===== src/rtl/fetch_pkg.sv =====
// fetch_pkg: shared types for the instruction-fetch PC sequencer.
//   branch_mode_t : encoding of the BranchMode input (ABS, REL, CALL, RET)
//   fetch_state_t : sequencer state (IDLE, RUN, HALTED)
package fetch_pkg;

    typedef enum logic [1:0] {
        BR_ABS  = 2'd0,
        BR_REL  = 2'd1,
        BR_CALL = 2'd2,
        BR_RET  = 2'd3
    } branch_mode_t;

    typedef enum logic [1:0] {
        ST_IDLE   = 2'd0,
        ST_RUN    = 2'd1,
        ST_HALTED = 2'd2
    } fetch_state_t;

endpackage


===== src/rtl/fetch_sequencer_return_stack.sv =====
// return_stack: circular return-address stack for CALL/RET.
// Ports:
//   clk, reset        : clock and synchronous active-high reset
//   push, pop         : push data_in / pop top (push wins if both are high)
//   clear             : empty the stack
//   data_in           : return address to push
//   top               : most recently pushed live entry
//   empty, full       : occupancy status
// When full, a push overwrites the oldest entry and the count saturates.
module return_stack #(
    parameter int PC_size   = 16,
    parameter int RAS_DEPTH = 4
) (
    input  logic               clk,
    input  logic               reset,
    input  logic               push,
    input  logic               pop,
    input  logic               clear,
    input  logic [PC_size-1:0] data_in,
    output logic [PC_size-1:0] top,
    output logic               empty,
    output logic               full
);
    localparam int PTR_W = $clog2(RAS_DEPTH);
    localparam int CNT_W = $clog2(RAS_DEPTH + 1);
    localparam logic [PTR_W-1:0] LAST    = PTR_W'(RAS_DEPTH - 1);
    localparam logic [CNT_W-1:0] DEPTH_C = CNT_W'(RAS_DEPTH);

    logic [PC_size-1:0] mem [RAS_DEPTH];
    logic [PTR_W-1:0]   ptr;      // next write slot
    logic [PTR_W-1:0]   ptr_inc;
    logic [PTR_W-1:0]   ptr_dec;
    logic [CNT_W-1:0]   count;

    // Explicit wrap so non-power-of-two depths work.
    always_comb begin
        ptr_inc = (ptr == LAST) ? '0 : ptr + PTR_W'(1);
        ptr_dec = (ptr == '0) ? LAST : ptr - PTR_W'(1);
    end

    assign top   = mem[ptr_dec];
    assign empty = (count == '0);
    assign full  = (count == DEPTH_C);

    // When full, ptr already points at the oldest entry, so a plain
    // push overwrites it.
    always_ff @(posedge clk) begin
        if (reset || clear) begin
            ptr   <= '0;
            count <= '0;
        end else if (push) begin
            mem[ptr] <= data_in;
            ptr      <= ptr_inc;
            if (!full) count <= count + CNT_W'(1);
        end else if (pop && !empty) begin
            ptr   <= ptr_dec;
            count <= count - CNT_W'(1);
        end
    end

endmodule


===== src/rtl/fetch_sequencer.sv =====
// fetch_sequencer: program-counter sequencer for the instruction-fetch stage.
// Ports:
//   CLK, Reset          : clock and synchronous active-high reset
//   Start, StartAddress : (re)start fetching at StartAddress
//   Halt                : stop and freeze PC
//   Stall               : hold PC this cycle
//   Branch, BranchMode, BranchTarget : control transfer (ABS/REL/CALL/RET)
//   PC                  : fetch address (drives instruction ROM)
//   Running, Done       : state is RUN / HALTED
//   RasOverflow, RasUnderflow : sticky return-stack error flags
module fetch_sequencer
    import fetch_pkg::*;
#(
    parameter int PC_size   = 16,
    parameter int RAS_DEPTH = 4
) (
    input  logic               CLK,
    input  logic               Reset,
    input  logic               Start,
    input  logic [PC_size-1:0] StartAddress,
    input  logic               Halt,
    input  logic               Stall,
    input  logic               Branch,
    input  logic [1:0]         BranchMode,
    input  logic [PC_size-1:0] BranchTarget,
    output logic [PC_size-1:0] PC,
    output logic               Running,
    output logic               Done,
    output logic               RasOverflow,
    output logic               RasUnderflow
);
    fetch_state_t       state;
    branch_mode_t       mode;
    logic [PC_size-1:0] pc_inc;
    logic               take;
    logic               do_push;
    logic               do_pop;
    logic [PC_size-1:0] ras_top;
    logic               ras_empty;
    logic               ras_full;

    // A branch is only taken in RUN when nothing of higher priority fires.
    always_comb begin
        mode    = branch_mode_t'(BranchMode);
        pc_inc  = PC + PC_size'(1);
        take    = (state == ST_RUN) && !Start && !Halt && !Stall && Branch;
        do_push = take && (mode == BR_CALL);
        do_pop  = take && (mode == BR_RET) && !ras_empty;
    end

    return_stack #(
        .PC_size   (PC_size),
        .RAS_DEPTH (RAS_DEPTH)
    ) u_ras (
        .clk     (CLK),
        .reset   (Reset),
        .push    (do_push),
        .pop     (do_pop),
        .clear   (Start),   // stack is already empty in IDLE, so clearing there is harmless
        .data_in (pc_inc),
        .top     (ras_top),
        .empty   (ras_empty),
        .full    (ras_full)
    );

    always_ff @(posedge CLK) begin
        if (Reset) begin
            state        <= ST_IDLE;
            PC           <= '0;
            RasOverflow  <= 1'b0;
            RasUnderflow <= 1'b0;
        end else begin
            case (state)
                ST_IDLE: begin
                    if (Start) begin
                        PC    <= StartAddress;
                        state <= ST_RUN;
                    end
                end
                ST_RUN: begin
                    if (Start) begin
                        PC           <= StartAddress;
                        RasOverflow  <= 1'b0;
                        RasUnderflow <= 1'b0;
                    end else if (Halt) begin
                        state <= ST_HALTED;
                    end else if (Stall) begin
                        PC <= PC;
                    end else if (Branch) begin
                        case (mode)
                            BR_ABS:  PC <= BranchTarget;
                            BR_REL:  PC <= PC + BranchTarget;
                            BR_CALL: begin
                                PC <= BranchTarget;
                                if (ras_full) RasOverflow <= 1'b1;
                            end
                            BR_RET: begin
                                if (!ras_empty) begin
                                    PC <= ras_top;
                                end else begin
                                    PC           <= pc_inc;
                                    RasUnderflow <= 1'b1;
                                end
                            end
                        endcase
                    end else begin
                        PC <= pc_inc;
                    end
                end
                ST_HALTED: begin
                    if (Start) begin
                        PC           <= StartAddress;
                        RasOverflow  <= 1'b0;
                        RasUnderflow <= 1'b0;
                        state        <= ST_RUN;
                    end
                end
                default: state <= ST_IDLE;
            endcase
        end
    end

    assign Running = (state == ST_RUN);
    assign Done    = (state == ST_HALTED);

endmodule


===== config.mk =====
export PLATFORM = sky130hd
export DESIGN_NAME = fetch_sequencer
export DESIGN_NICKNAME = d
export VERILOG_FILES = /design/src/rtl/fetch_pkg.sv /design/src/rtl/fetch_sequencer_return_stack.sv /design/src/rtl/fetch_sequencer.sv
export SDC_FILE = /design/constraint.sdc
export NUM_CORES = 1
export LEC_CHECK = 0
export ABC_AREA = 1
export CAP_MARGIN = 25
export CORE_UTILIZATION = 60
export CTS_CLUSTER_DIAMETER = 200
export CTS_CLUSTER_SIZE = 8
export DETAILED_ROUTE_END_ITERATION = 8
export GPL_TIMING_DRIVEN = 0
export MAX_ROUTING_LAYER = met4
export PLACE_DENSITY = 0.84
export SLEW_MARGIN = 20
export SYNTH_ARGS = -nofsm -noshare
export SYNTH_HDL_FRONTEND = slang
export SYNTH_HIERARCHICAL = 1
export SYNTH_SLANG_ARGS = --single-unit

===== constraint.sdc =====
create_clock -name CLK -period 6.1 [get_ports CLK]
set_input_delay 1.22 -clock CLK [delete_from_list [all_inputs] [get_ports CLK]]
set_output_delay 1.22 -clock CLK [all_outputs]
set_load 0.01 [all_outputs]

==> qor.txt <==
status = completed
M2 GR Usage = 0.548
Worst-path clk slew = 0.10 ns
Die ar. = 9770 µm²
setup TNS = 0 ns
top-count cell post-synth = nand2_1
post-route ant nets = 0
Top Usage Layer GRT = met2
worst r2r dst = u_ras/mem[1][3]$_DFFE_PP_
Final Util = 0.742
Pwr Density = 199 nW/µm²
Final HPWL DP = 12000 µm
mux share of post-synthesis cell area = 0
Clock power frac = 0.305
Total GRT Usage = 0.338
CTS HTree Levels = 3
gpl congestion = 1.07
Synth Area in Simple Gates = 0.279
synth cell count leaders = nand2_1 (202), nor2_1 (96), inv_1 (89)
post-synth top area share = 0.342
clk_lat worst skew = 0.37 ns
Warnings, synthesis = 6
Max Slew Vio Count = 0
First-pass DRT Iterations = 7
Seq/Total Area, Yosys = 0.431
Post CTS Setup Buffer Count = 0
Internal Dissipation = 0.927 mW
Die Ht = 98.8 µm
cts repair resizes = 0
Yosys reg bits = 89
Layout Nets = 864
Max Cap Viol = 0
CTS root buf = clkbuf_8
EDFF count, synth = 64
RSZ-0062 raised after global routing = no
worst-margin pin slew = 0.935 ns
Worst Path Buf+Inv = 3
Syn-to-layout area delta = 17.3%
Die W = 98.8 µm
vias in the first global route = 4830
Mapped Avg Cell Area = 7.72 µm²
Fin Clk Skew = 0.0131 ns
Routed WL per cell = 17.0 µm
Area after DPL = 6400 µm²
post-synth cell types = 41
min cycle time layout = 4.05 ns
Post-Synth Adder-Cell Area = 0.0516
CTS Buf Count = 9
compound-gate portion of the synthesized area = 0.128
flop2flop setup slack = 3.03 ns
Lkg Pwr = 2.78 nW
site row count = 34
layout cells sized above 1 = 0.102
Max-slew headroom = 0.376
Comb power frac = 0.179
vias per cell = 5.76
Crit Path Max Fanout = 16
Crit. Startpoint = Start
worst path arrival time = 4.04 ns
diode count = 0
most area-hungry cell type in the Yosys netlist = edfxtp_1
Hold Crit Start = RasUnderflow$_SDFFE_PP0P_
Worst path depth = 8
crit-path leading delay family = simple AND/OR/NAND/NOR gates
fraction of registers with async set/reset = 0
Reg-to-Reg Start = state[0]$_SDFFE_PP0P_
I/O Buffers = 59
Core ar. = 8890 µm²
worst hold endpoint = RasUnderflow$_SDFFE_PP0P_
Largest stage delay, worst path = 0.78 ns
Final Cell Area = 6600 µm²
M3 GR Usage = 0.0475
critical path class = primary input to register
fmax = 247 MHz
sw frac = 0.295
Cells after Synth = 729
Post-Layout Cell Count = 915
Final period util = 0.664
CP Capture Type = register
R2R cell count = 8
syn_nets = 791
Req. time, crit path = 6.09 ns
highest-delay cell along the critical path = nor2_2
clk buf depth = 2
Final Hold Violating Endpoints = 0
top cells by area, synth = edfxtp_1 (34%), nand2_1 (13%), dfxtp_1 (8.9%)
Placed Cells = 899
Cell Area, Synth = 5630 µm²
total number of vias = 5267
Post-CTS Hold Fix Bufs = 0
TritonCTS clock tree = built
DRC = 0
number of DRC markers in iteration 0 = 444
Worst setup SP type = primary input
Peak supply drop = 0.148 mV
sequential power share = 0.516
Initial Util = 0.633
Tot Pwr = 1.31 mW
Final setup viols = 0
Min-Delay Path Class = register to register
grt ovf = 0
first-pass GRT wire length = 24300 µm
switching power = 0.387 mW
main combinational cell family by area after synthesis = simple AND/OR/NAND/NOR gates
Critical Path, Cell by Cell = clkdlybuf4s50_1 > nor2_1 > inv_1 > nor3_1 > inv_1 > nor2_1 > nand2_1 > nor2_2
largest net degree at the start of global routing = 18
Hold Crit Depth = 2
I/O pin count = 60
Synth Area in XOR/XNOR = 0.0227
final wirelength = 15600 µm
dominant synthesized flop cell = edfxtp_1
initial antenna violation count = 0
met1 GRT Util = 0.442
clk sinks = 89
kinds of logic (layout without fill, tap and decap cells):
family / count (synthesis) / in the layout
compound gates: 115 / 115
xor+xnor: 12 / 12
fa+ha+maj: 22 / 22
buf+inv: 117 / 195
flops: 89 / 89
simple gates: 374 / 374
worst min-delay path, cell delays in order, from the launching register on:
cell     delay [ns]
dfxtp_1        0.32
nand2_1        0.06
a21oi_1        0.05
power groups by stage:
| stage | Combinational [mW] | Clock, mW | Sequential, mW |
|---|---|---|---|
| 2_1_floorplan | 0.142 | 0 | 0.689 |
| 3_3_place_gp | 0.227 | 0 | 0.692 |
| 3_5_place_dp | 0.231 | 0 | 0.692 |
| 4_1_cts | 0.233 | 0.399 | 0.678 |
| 5_1_grt | 0.261 | 0.422 | 0.680 |
| 6_report | 0.236 | 0.400 | 0.678 |
per-layer routing:
metal  wire (µm)  share of wire
met1        6270           0.40
met2        7350           0.47
met3        1490          0.095
met4         449          0.029
met5           0              0
final cells by class:
type / instances / area [µm²]
Tap cell: 108 / 135
Clock inverter: 6 / 57.6
Timing Repair Buffer: 62 / 632
Multi-Input combinational cell: 523 / 2720
Clock buffer: 10 / 138
Sequential cell: 89 / 2420
Buffer: 21 / 138
Inverter: 96 / 360
Fill cell: 713 / 2290
registers in the layout (all words and copies together), names as in the netlist:
signal,flops
RasUnderflow,1
RasOverflow,1
u_ras/count,3
u_ras/mem,64
u_ras/ptr,2
PC,16
state,2
layout by cell type, fill, tap and decap left out, types with 3 or more instances in the layout:
master	synthesis	final
and2_1	4	4
a21oi_1	32	32
o221ai_1	3	3
dfxtp_1	25	25
buf_6	5	6
nand3_2	4	4
nand2_2	4	4
o211ai_1	3	3
clkbuf_8	0	10
o21ai_0	27	27
nand2_1	202	202
ha_1	20	20
a21oi_2	3	3
o21ai_2	11	11
nand3_1	40	40
nor2_1	96	92
nor2_2	6	10
nand4_1	3	3
inv_2	7	7
clkdlybuf4s50_1	0	59
buf_4	3	3
edfxtp_1	64	64
a22o_1	11	11
inv_1	89	89
xor2_1	6	6
xnor2_1	3	3
nor3_1	8	8
clkbuf_1	5	5
o21ai_1	4	4
buf_2	8	8
o22ai_1	16	16
worst max-delay path by stage:
stage,end
2_1_floorplan,u_ras/mem[1][0]$_DFFE_PP_
3_3_place_gp,u_ras/mem[3][0]$_DFFE_PP_
5_1_grt,u_ras/mem[1][14]$_DFFE_PP_
3_5_place_dp,u_ras/mem[1][4]$_DFFE_PP_
4_1_cts,u_ras/mem[1][3]$_DFFE_PP_
6_report,u_ras/mem[1][3]$_DFFE_PP_
per-stage QoR:
stage               setup slack, ns  hold WS [ns]
floorplan                      2.87         0.484
global placement               1.33         0.456
detailed placement             1.71         0.460
CTS                            2.09         0.479
global route                   1.88         0.500
finish                         2.05         0.475
No activity file was read; power rests on OpenSTA's default activity.
